==> config.mk <==
export PLATFORM = sky130hd
export DESIGN_NAME = key_digit_entry
export DESIGN_NICKNAME = d
export VERILOG_FILES = /design/src/rtl/key_entry_pkg.sv /design/src/rtl/bcd2bin.sv /design/src/rtl/key_digit_entry.sv
export SDC_FILE = /design/constraint.sdc
export NUM_CORES = 1
export LEC_CHECK = 0
export CAP_MARGIN = 20
export CORE_MARGIN = 2
export CORE_UTILIZATION = 40
export DETAILED_ROUTE_END_ITERATION = 8
export PLACE_DENSITY_LB_ADDON = 0.25
export SYNTH_ARGS = -nofsm -noshare
export SYNTH_HDL_FRONTEND = slang
export SYNTH_SLANG_ARGS = --single-unit
==> constraint.sdc <==
create_clock -name clk -period 2.5 [get_ports clk]
set_input_delay 0.25 -clock clk [delete_from_list [all_inputs] [get_ports clk]]
set_output_delay 0.25 -clock clk [all_outputs]
set_load 0.005 [all_outputs]
==> src/rtl/key_entry_pkg.sv <==
// Shared types and key indices for the two-digit keypad entry block.
package key_entry_pkg;

    typedef enum logic [1:0] {
        EMPTY = 2'd0,
        ONE   = 2'd1,
        TWO   = 2'd2
    } entry_state_t;

    typedef enum logic [2:0] {
        EV_NONE  = 3'd0,
        EV_DIGIT = 3'd1,
        EV_BS    = 3'd2,
        EV_CLR   = 3'd3,
        EV_ENT   = 3'd4
    } key_event_t;

    localparam int unsigned KEY_BS  = 10;
    localparam int unsigned KEY_CLR = 11;
    localparam int unsigned KEY_ENT = 12;

endpackage

==> src/rtl/bcd2bin.sv <==
// Two-digit BCD to binary: tens*10 + units, built from shifts (8t + 2t + u).
module bcd2bin (
    input  logic [3:0] tens,
    input  logic [3:0] units,
    output logic [6:0] bin
);

    assign bin = {tens, 3'b000} + {2'b00, tens, 1'b0} + {3'b000, units};

endmodule

==> src/rtl/key_digit_entry.sv <==
// Two-digit keypad entry with backspace/clear/enter and idle auto-clear.
// Define KEY_DIGIT_ENTRY_LOCK_EN to reject a third digit instead of shifting.
module key_digit_entry
    import key_entry_pkg::*;
#(
    parameter int unsigned TIMEOUT_CYC = 60_000_000
) (
    input  logic        clk,
    input  logic        rst_n,
    input  logic [15:0] key_pulse,
    output logic [7:0]  seg_data,
    output logic [1:0]  digit_cnt,
    output logic [6:0]  value_bin,
    output logic        value_valid,
    output logic        full_err
);

    localparam int unsigned CNT_W = (TIMEOUT_CYC > 2) ? $clog2(TIMEOUT_CYC) : 1;
    localparam logic [CNT_W-1:0] IDLE_MAX = (TIMEOUT_CYC > 0) ? CNT_W'(TIMEOUT_CYC - 1) : '0;
    localparam logic TIMEOUT_ON = (TIMEOUT_CYC != 0);

    entry_state_t     state_r, state_s;
    key_event_t       ev_s;
    logic [3:0]       key_idx_s;
    logic [3:0]       tens_r, tens_s, units_r, units_s;
    logic [CNT_W-1:0] idle_r, idle_s;
    logic [6:0]       value_r, conv_s;
    logic             valid_r, load_s, timeout_s;
`ifdef KEY_DIGIT_ENTRY_LOCK_EN
    logic             full_err_r, full_err_s;
`endif

    bcd2bin u_bcd2bin (
        .tens  (tens_r),
        .units (units_r),
        .bin   (conv_s)
    );

    // Key decode: multi-key cycles and keys 13-15 produce no event
    always_comb begin
        key_idx_s = 4'd0;
        ev_s      = EV_NONE;
        for (int i = 0; i < 16; i++) begin
            key_idx_s = key_idx_s | (key_pulse[i] ? 4'(i) : 4'd0);
        end
        if ($onehot(key_pulse)) begin
            if (key_idx_s <= 4'd9)                 ev_s = EV_DIGIT;
            else if (key_idx_s == 4'(KEY_BS))      ev_s = EV_BS;
            else if (key_idx_s == 4'(KEY_CLR))     ev_s = EV_CLR;
            else if (key_idx_s == 4'(KEY_ENT))     ev_s = EV_ENT;
            else                                   ev_s = EV_NONE;
        end else begin
            ev_s = EV_NONE;
        end
    end

    // Entry FSM next state; a key event always wins over timeout expiry
    always_comb begin
        state_s   = state_r;
        tens_s    = tens_r;
        units_s   = units_r;
        load_s    = 1'b0;
`ifdef KEY_DIGIT_ENTRY_LOCK_EN
        full_err_s = 1'b0;
`endif
        timeout_s = TIMEOUT_ON && (idle_r == IDLE_MAX) && (state_r != EMPTY);
        case (ev_s)
            EV_DIGIT: begin
                case (state_r)
                    EMPTY: begin
                        state_s = ONE;
                        tens_s  = 4'd0;
                        units_s = key_idx_s;
                    end
                    ONE: begin
                        state_s = TWO;
                        tens_s  = units_r;
                        units_s = key_idx_s;
                    end
                    TWO: begin
`ifdef KEY_DIGIT_ENTRY_LOCK_EN
                        full_err_s = 1'b1;
`else
                        tens_s  = units_r;
                        units_s = key_idx_s;
`endif
                    end
                    default: begin
                        state_s = EMPTY;
                        tens_s  = 4'd0;
                        units_s = 4'd0;
                    end
                endcase
            end
            EV_BS: begin
                case (state_r)
                    TWO: begin
                        state_s = ONE;
                        tens_s  = 4'd0;
                        units_s = tens_r;
                    end
                    default: begin
                        state_s = EMPTY;
                        tens_s  = 4'd0;
                        units_s = 4'd0;
                    end
                endcase
            end
            EV_CLR: begin
                state_s = EMPTY;
                tens_s  = 4'd0;
                units_s = 4'd0;
            end
            EV_ENT: begin
                if (state_r != EMPTY) begin
                    load_s = 1'b1;
                end else begin
                    load_s = 1'b0;
                end
                state_s = EMPTY;
                tens_s  = 4'd0;
                units_s = 4'd0;
            end
            default: begin
                if (timeout_s) begin
                    state_s = EMPTY;
                    tens_s  = 4'd0;
                    units_s = 4'd0;
                end else begin
                    state_s = state_r;
                end
            end
        endcase
    end

    // Idle counter: cleared by any decoded key, saturates at the expiry value
    always_comb begin
        if (ev_s != EV_NONE) begin
            idle_s = '0;
        end else if (idle_r != IDLE_MAX) begin
            idle_s = idle_r + CNT_W'(1);
        end else begin
            idle_s = idle_r;
        end
    end

    // State, digit and result registers
    always_ff @(posedge clk or negedge rst_n) begin
        if (!rst_n) begin
            state_r <= EMPTY;
            tens_r  <= 4'd0;
            units_r <= 4'd0;
            idle_r  <= '0;
            value_r <= 7'd0;
            valid_r <= 1'b0;
        end else begin
            state_r <= state_s;
            tens_r  <= tens_s;
            units_r <= units_s;
            idle_r  <= idle_s;
            valid_r <= load_s;
            if (load_s) begin
                value_r <= conv_s;
            end
        end
    end

`ifdef KEY_DIGIT_ENTRY_LOCK_EN
    // Rejected-digit pulse register
    always_ff @(posedge clk or negedge rst_n) begin
        if (!rst_n) begin
            full_err_r <= 1'b0;
        end else begin
            full_err_r <= full_err_s;
        end
    end
    assign full_err = full_err_r;
`else
    assign full_err = 1'b0;
`endif

    assign seg_data    = {tens_r, units_r};
    assign digit_cnt   = state_r;
    assign value_bin   = value_r;
    assign value_valid = valid_r;

endmodule

==> summary.md, run 1 <==
| Metric | Value |
|---|---|
| Syn nets | `341` |
| Mapped Cells | `about 290` |
| PD cells | `694.3 nW/um2` |
| Failing checks | `setup timing` |
| Period utilisation layout | `164.2%` |
| Largest net degree at the start of global routing | `45` |
| Commonest non-fill, non-tap cell in the layout | `dfrtp_1` |
| Vias in the first global route | `around 2,400` |
| Synthesis-stage register bit count | `44` |
| Reg area | `1101 um2` |
| Ys async rst share | `100.0%` |
| DR WL met3 | `~160 um` |
| Endpoints failing setup | `44` |
| Cell accounting for the most synthesized area | `dfrtp_1` |
| Critical path launch point type | `input port` |
| Worst skew pair latency | `300 ps` |
| Worst setup margin | `-1605 ps` |
| M1 WL | `2990 um` |
| RR Startpoint | `idle_r[0]$_DFFE_PN0P_` |
| PortBufs | `35` |
| Sw Ratio | `a little over a third` |
| Top cell type's share of synthesized area | `between 30% and 40%` |
| Endpoints failing hold | `0` |
| DRT antenna net count | `0` |
| Max_slew headroom | `between 60% and 70%` |
| Crit-path most repeated cell | `fa_1` |
| Crit path buf inv count | `6` |
| Final Max Slew Viols | `0` |
| # IOs | `37` |
| GRT Util Overall | `17.36%` |
| Final std cells w/o fill | `468` |
| Sequential Power Share | `39.3%` |
| Worst-Margin Slew | `535.6 ps` |
| Die height | `89.78 um` |
| Clk sink count | `44` |
| Dpl hpwl | `4978 um` |
| Internal power | `roughly 1.8 mW` |
| Post-DP Area | `3671 um2` |
| Initial Util | `41.01%` |
| # fillers | `about 650` |
| Clk slew on worst S/H paths | `80 ps` |
| Placed Cells | `454` |
| Crit path largest cell delay | `roughly 560 ps` |
| RSZ-0062 raised after global routing | `yes` |
| Routed vias | `approximately 2,400` |
| Most frequent cells in the layout | `dfrtp_1, buf_4, inv_1` |
| Netlist cell types | `51` |
| Drt first pass iters | `4` |
| Clock skew | `4.253 ps` |
| EDFF count, synth | `0` |
| Critical path's slowest cell | `fa_1` |
| Worst setup EP type | `flip-flop` |
| Ys flop type | `dfrtp_1` |
| H-tree levels | `2` |
| Critical Path AT | `4320 ps` |
| Layout overhead on the synthesized area | `34.82%` |
| RD Place Congestion | `0.8315` |
| First-pass GRT wire length | `roughly 12,000 um` |
| Highest metal used | `met4` |
| Crit path max fanout | `4` |
| Worst path top cell family by delay | `adder cells` |
| NetSw | `0.9975 mW` |
| Final WL | `6484 um` |
| Req. time, crit path | `2720 ps` |
| Setup slack at placement | `-2386 ps` |
| Max-cap violations | `0` |
| DRT iter0 DRCs | `slightly above 90` |
| Deepest clock path buffer count | `2` |
| Num CTS Buffers | `5` |
| Row count | `31` |
| Finished layout cell area | `3968 um2` |
| Die W | `~90 um` |
| Status | `finished with violations` |
| Register area share after synthesis | `roughly 37%` |
| Minimum clock period | `4105 ps` |
| Layout cells sized above 1 | `30.62%` |
| Drc violations | `0` |
| Combinational share of power | `roughly 42%` |
| Clk pwr share | `19.2%` |
| Core area | `7176 um2` |
| N_diodes | `0` |
| Total gr overflow | `0` |
| Worst hold path class | `input port to asynchronous set/reset pin` |
| Max frequency | `approximately 240 MHz` |
| Drt via density | `5.058` |
| CTS tree | `built` |
| Leakage power | `roughly 1.7 nW` |
| Syn Area/Cell | `~10 um2` |
| Setup Crit Path Kind | `input port to flip-flop` |
| Crit-path cells | `buf_6 -> fa_1 -> inv_2 -> fa_1 -> inv_1 -> fa_1 -> inv_1 -> fa_1 -> inv_1 -> ha_2 -> fa_2 -> nor4b_4 -> o211ai_1 -> buf_4 -> a21o_1 -> or3_1 -> o211ai_1` |
| Met2 routed WL | `3248 um` |
| Antenna violations before repair | `0` |
| Ranking of synthesized cells by area | `dfrtp_1, fa_1, ha_1` |
| Mapped cell area | `2943 um2` |
| Clk root buf | `clkbuf_8` |
| Multi-input gate area | `1822 um2` |
| VDD IR-drop max | `around 290 uV` |
| Final net count | `418` |
| Critical Path Source | `key_pulse[13]` |
| Die footprint | `about 8100 um2` |
| YS warnings | `0` |
| WL/cell | `approximately 14 um` |
[synthesized netlist by cell type, drive strengths merged (2+ instances only)]
library cell and number:
or4 2, buf 7, xnor2 8, o211ai 6
nor4 11, o2111ai 2, nor2 29, a32o 4
mux2 7, and3 4, o21ai 11, nand3 17
or3 6, a32oi 3, fa 12, a21o 4
nand4bb 2, ha 18, nand4 5, nor3 4
a21oi 12, inv 31, nor4b 2, xor2 13
nand2 10, and4 2, dfrtp 44, or2 3
[flip-flops by register name (all words and copies together) (netlist names)]
register     flops
value_bin        7
units_r          4
digit_cnt        2
idle_r          26
tens_r           4
value_valid      1
[through the flow]
| stage | setup TNS (ps) | utilization, % | hold WS [ps] | power, mW |
|---|---|---|---|---|
| detailed placement | -102360 | 51.16 | 481.1 | 2.128 |
| floorplan | -70550 | - | -45.59 | 1.751 |
| global route | -71160 | 55.29 | 500.8 | 3.010 |
| global placement | -98780 | 51.16 | 471.9 | 2.099 |
| finish | -63740 | 55.29 | 463.8 | 2.755 |
| CTS | -70610 | 52.85 | 152.8 | 2.674 |
[layout make-up]
cell class                      count  share of cell area [%]
Multi-Input combinational cell    210                   45.92
Sequential cell                    44                   27.75
Tap cell                           99                   3.122
Timing Repair Buffer               78                   17.66
Clock inverter                      1                  0.7569
Clock buffer                        5                   1.734
Inverter                           31                   3.059
[metal layers]
| metal | track usage [%] | vias to the layer above |
|---|---|---|
| met2 | 29.10 | 35 |
| met4 | 5.000 | 0 |
| li1 | - | 1192 |
| met5 | 0 | - |
| met3 | 3.604 | 5 |
| met1 | 22.85 | 1135 |
[worst register-to-register path: cells and delay by family (launching register included)]
family | cells | cell delay, ps
AOI/OAI and AO/OA | 1 | 230
DFF | 1 | 390
and+or+nand+nor | 4 | 1330
adders and majority gates | 1 | 230
[final timing paths]
| check | endpoint | slack (ps) | cells after the start |
|---|---|---|---|
| max | units_r[2]$_DFFE_PN0P_ | -1610 | 17 |
| min in group clk | value_bin[5]$_DFFE_PN0P_ | 510 | 1 |
| min | idle_r[18]$_DFFE_PN0P_ | 460 | 2 |
| max reg2reg | tens_r[3]$_DFFE_PN0P_ | 200 | 6 |
| min reg2reg | value_bin[5]$_DFFE_PN0P_ | 510 | 1 |
| max in group asynchronous | idle_r[2]$_DFFE_PN0P_ | 1540 | 3 |
[timing repair]
action / 4_1_cts / 5_1_grt
pin swaps: 16 / 17
gates resized for setup: 32 / 43
hold buffers: 0 / 1
endpoints found under the setup margin: 44 / 44
setup buffers: 2 / 6
hold endpoints to repair: 0 / 20
[power by group through the flow]
stage	combinational [mW]	clock, mW	sequential, mW
3_5_place_dp	1.04	0	1.09
3_3_place_gp	1.01	0	1.09
5_1_grt	1.32	0.575	1.12
6_report	1.14	0.530	1.08
4_1_cts	1.05	0.543	1.08
2_1_floorplan	0.711	0	1.04
[cells by family after synthesis]
group                    Yosys count  share of synthesized area (%)
AO/OA/AOI/OAI                     48                          11.57
XOR/XNOR                          21                          6.250
adder cells (fa/ha/maj)           30                          15.82
buffers and inverters             39                          5.442
flip-flops                        44                          37.42
multiplexers                       8                          3.019
other                              1                         0.1274
AND/OR/NAND/NOR                  102                          20.37
No activity file was read; power rests on OpenSTA's default activity.
==> inputs of run 2 (changes only) <==
Settings changed: CORE_ASPECT_RATIO from default to 1.75, CORE_UTILIZATION 40 to 56.
==> run 2 against run 1 <==
Against the previous run:
- clock power increased by 9.1%
- core utilization increased by 23 points
- hold slack got worse by 58 ps
- sequential cell count unchanged
- wire length increased by 9.0%
- largest cell class unchanged
- final cell count is 9.6% lower
- clock skew grew 4.7 ps
- critical endpoint unchanged
- highest routed layer unchanged
- die area decreased by 27%
- the flow still finishes with violations (setup timing)
==> summary.md, run 2 (same netlist as run 1, synthesis figures left out) <==
| Metric | Value |
|---|---|
| Layout cells sized above 1 | `30.89% (+0.27 points)` |
| DRT antenna net count | `0 (unchanged)` |
| Reg-to-Reg End | `idle_r[5]$_DFFE_PN0P_` |
| Clk slew on worst S/H paths | `90 ps (about the same)` |
| Worst setup EP type | `flip-flop` |
| Status | `finished with violations` |
| Drt via density | `5.995 (+19%)` |
| Failing checks | `setup timing` |
| Dpl hpwl | `5226 um (+5.0%)` |
| Layout overhead on the synthesized area | `32.91%` |
| VDD IR-drop max | `457.1 uV (+56%)` |
| Drt first pass iters | `4 (unchanged)` |
| # fillers | `344 (-47%)` |
| Most frequent cells in the layout | `dfrtp_1, buf_4, inv_1` |
| Req. time, crit path | `2680 ps (-40 ps)` |
| Worst setup margin | `-1641 ps (-35.88 ps)` |
| Post-DP Area | `3615 um2 (-1.5%)` |
| Crit-path most repeated cell | `fa_1` |
| Antenna violations before repair | `0 (unchanged)` |
| # IOs | `37 (unchanged)` |
| Final net count | `416 (-0.48%)` |
| Crit-path cells | `buf_8 -> fa_1 -> inv_1 -> fa_1 -> inv_2 -> fa_1 -> inv_1 -> fa_1 -> inv_1 -> ha_2 -> fa_2 -> nor4b_2 -> o211ai_1 -> a21oi_4 -> or2_4 -> o211ai_1` |
| Total gr overflow | `0 (unchanged)` |
| RR Startpoint | `idle_r[0]$_DFFE_PN0P_` |
| Worst hold path class | `input port to asynchronous set/reset pin` |
| Commonest non-fill, non-tap cell in the layout | `dfrtp_1` |
| Die W | `58.80 um (-35%)` |
| Critical path's slowest cell | `fa_1` |
| GRT Util Overall | `25.12% (+7.8 points)` |
| Worst-Margin Slew | `568.4 ps (+32.81 ps)` |
| Crit path largest cell delay | `520 ps (-40 ps)` |
| Flop2flop setup slack | `160 ps (-40 ps)` |
| R2R depth | `7 (+1)` |
| Critical Path Source | `key_pulse[15]` |
| Clk sink count | `44 (unchanged)` |
| Final WL | `7068 um (+9.0%)` |
| RSZ-0062 raised after global routing | `yes` |
| Num CTS Buffers | `5 (unchanged)` |
| Top reg by flops | `idle_r` |
| Endpoints failing setup | `44 (unchanged)` |
| Total power | `2.819 mW (+2.3%)` |
| Die footprint | `5874 um2 (-27%)` |
| Row count | `34 (+9.7%)` |
| Leakage power | `1.706 nW (-0.11%)` |
| Drc violations | `0 (unchanged)` |
| Endpoints failing hold | `0 (unchanged)` |
| Routed vias | `2,536 (+7.1%)` |
| Max reg flops | `26 (unchanged)` |
| Max frequency | `241.5 MHz (-0.87%)` |
| PD cells | `720.8 nW/um2 (+3.8%)` |
| RD Place Congestion | `0.8328 (+0.16%)` |
| Max_slew headroom | `61.94% (-2.4 points)` |
| Largest net degree at the start of global routing | `45 (unchanged)` |
| Clk root buf | `clkbuf_8` |
| PortBufs | `35 (unchanged)` |
| Final Max Slew Viols | `0 (unchanged)` |
| WL/cell | `16.71 um (+21%)` |
| Crit path max fanout | `8 (+4)` |
| CTS tree | `built` |
| H-tree levels | `2 (unchanged)` |
| Die height | `99.90 um (+11%)` |
| Deepest clock path buffer count | `2 (unchanged)` |
| Initial Util | `58.62% (+18 points)` |
| DRT iter0 DRCs | `76 (-16%)` |
| Max-cap violations | `0 (unchanged)` |
| Clock skew | `8.990 ps (+4.737 ps)` |
| Minimum clock period | `4141 ps (+35.88 ps)` |
| Worst Setup EP | `units_r[2]$_DFFE_PN0P_` |
| Worst skew pair latency | `300 ps (about the same)` |
| Core area | `5020 um2 (-30%)` |
| First-pass GRT wire length | `11,280 um (-2.2%)` |
| N_diodes | `0 (unchanged)` |
| Vias in the first global route | `2,529 (+3.9%)` |
| Period utilisation layout | `165.6% (+1.4 points)` |
| Critical path launch point type | `input port` |
| Critical Path AT | `4320 ps (about the same)` |
| Finished layout cell area | `3911 um2 (-1.4%)` |
| Setup Crit Path Kind | `input port to flip-flop` |
## run 2: worst min-delay path by stage
stage	from	endpoint	slack, ps	cells past startpoint
finish	rst_n	idle_r[18]$_DFFE_PN0P_	410	2
global route	rst_n	idle_r[18]$_DFFE_PN0P_	440	2
CTS	rst_n	idle_r[20]$_DFFE_PN0P_	120	1
detailed placement	rst_n	idle_r[20]$_DFFE_PN0P_	450	1
global placement	rst_n	idle_r[20]$_DFFE_PN0P_	450	1
floorplan	rst_n	digit_cnt[0]$_DFFE_PN0P_	-50	0
## run 2: final cells by class
cell class | instances | area (um2) | area share, %
Multi-Input combinational cell | 210 | 1829 | 46.77
Sequential cell | 44 | 1101 | 28.15
Timing Repair Buffer | 76 | 670.6 | 17.15
Inverter | 31 | 121.4 | 3.103
Clock buffer | 6 | 82.58 | 2.111
Tap cell | 54 | 67.56 | 1.727
Clock inverter | 2 | 38.79 | 0.9917
## run 2: repair_timing
action	in CTS	in global routing
buffers inserted	3	2
hold buffers	0	1
endpoints found under the hold margin	0	15
resized for setup	51	25
endpoints found under the setup margin	44	44
pin swaps	23	14
## run 2: per-layer routing
layer  track usage, %  share of wire [%]  vias to the layer above
li1                 -                  -                     1186
met1            26.23                 37                     1275
met2            48.21                 58                       61
met3            2.448                2.5                       14
met4            11.01                2.6                        0
met5                0                  0                        -
## run 2: where the power goes
part | leakage [nW] | internal, mW | total [mW] | switching [mW]
sequential | 0.497 | 0.873 | 1.09 | 0.214
clock | 0.0614 | 0.327 | 0.578 | 0.251
combinational | 1.15 | 0.590 | 1.15 | 0.564
## run 2: per-stage QoR
| stage | hold WS (ps) | std cells | setup slack (ps) | utilization, % | setup TNS [ps] |
|---|---|---|---|---|---|
| after floorplan | -45.59 | 293 | -1758 | - | -70550 |
| after global placement | 447.6 | 409 | -2336 | 72.01 | -99280 |
| after detailed placement | 450.0 | 409 | -2407 | 72.01 | -102340 |
| after CTS | 119.6 | 419 | -1794 | 75.92 | -73710 |
| after global routing | 441.0 | 423 | -1808 | 77.92 | -75450 |
| final | 405.8 | 423 | -1641 | 77.92 | -68540 |
## run 2: critical path: cells and delay by family
family,cells,cell delay [ps]
and+or+nand+nor,2,490
buffers and inverters,5,310
AOI/OAI and AO/OA,3,750
adders and majority gates,6,2550
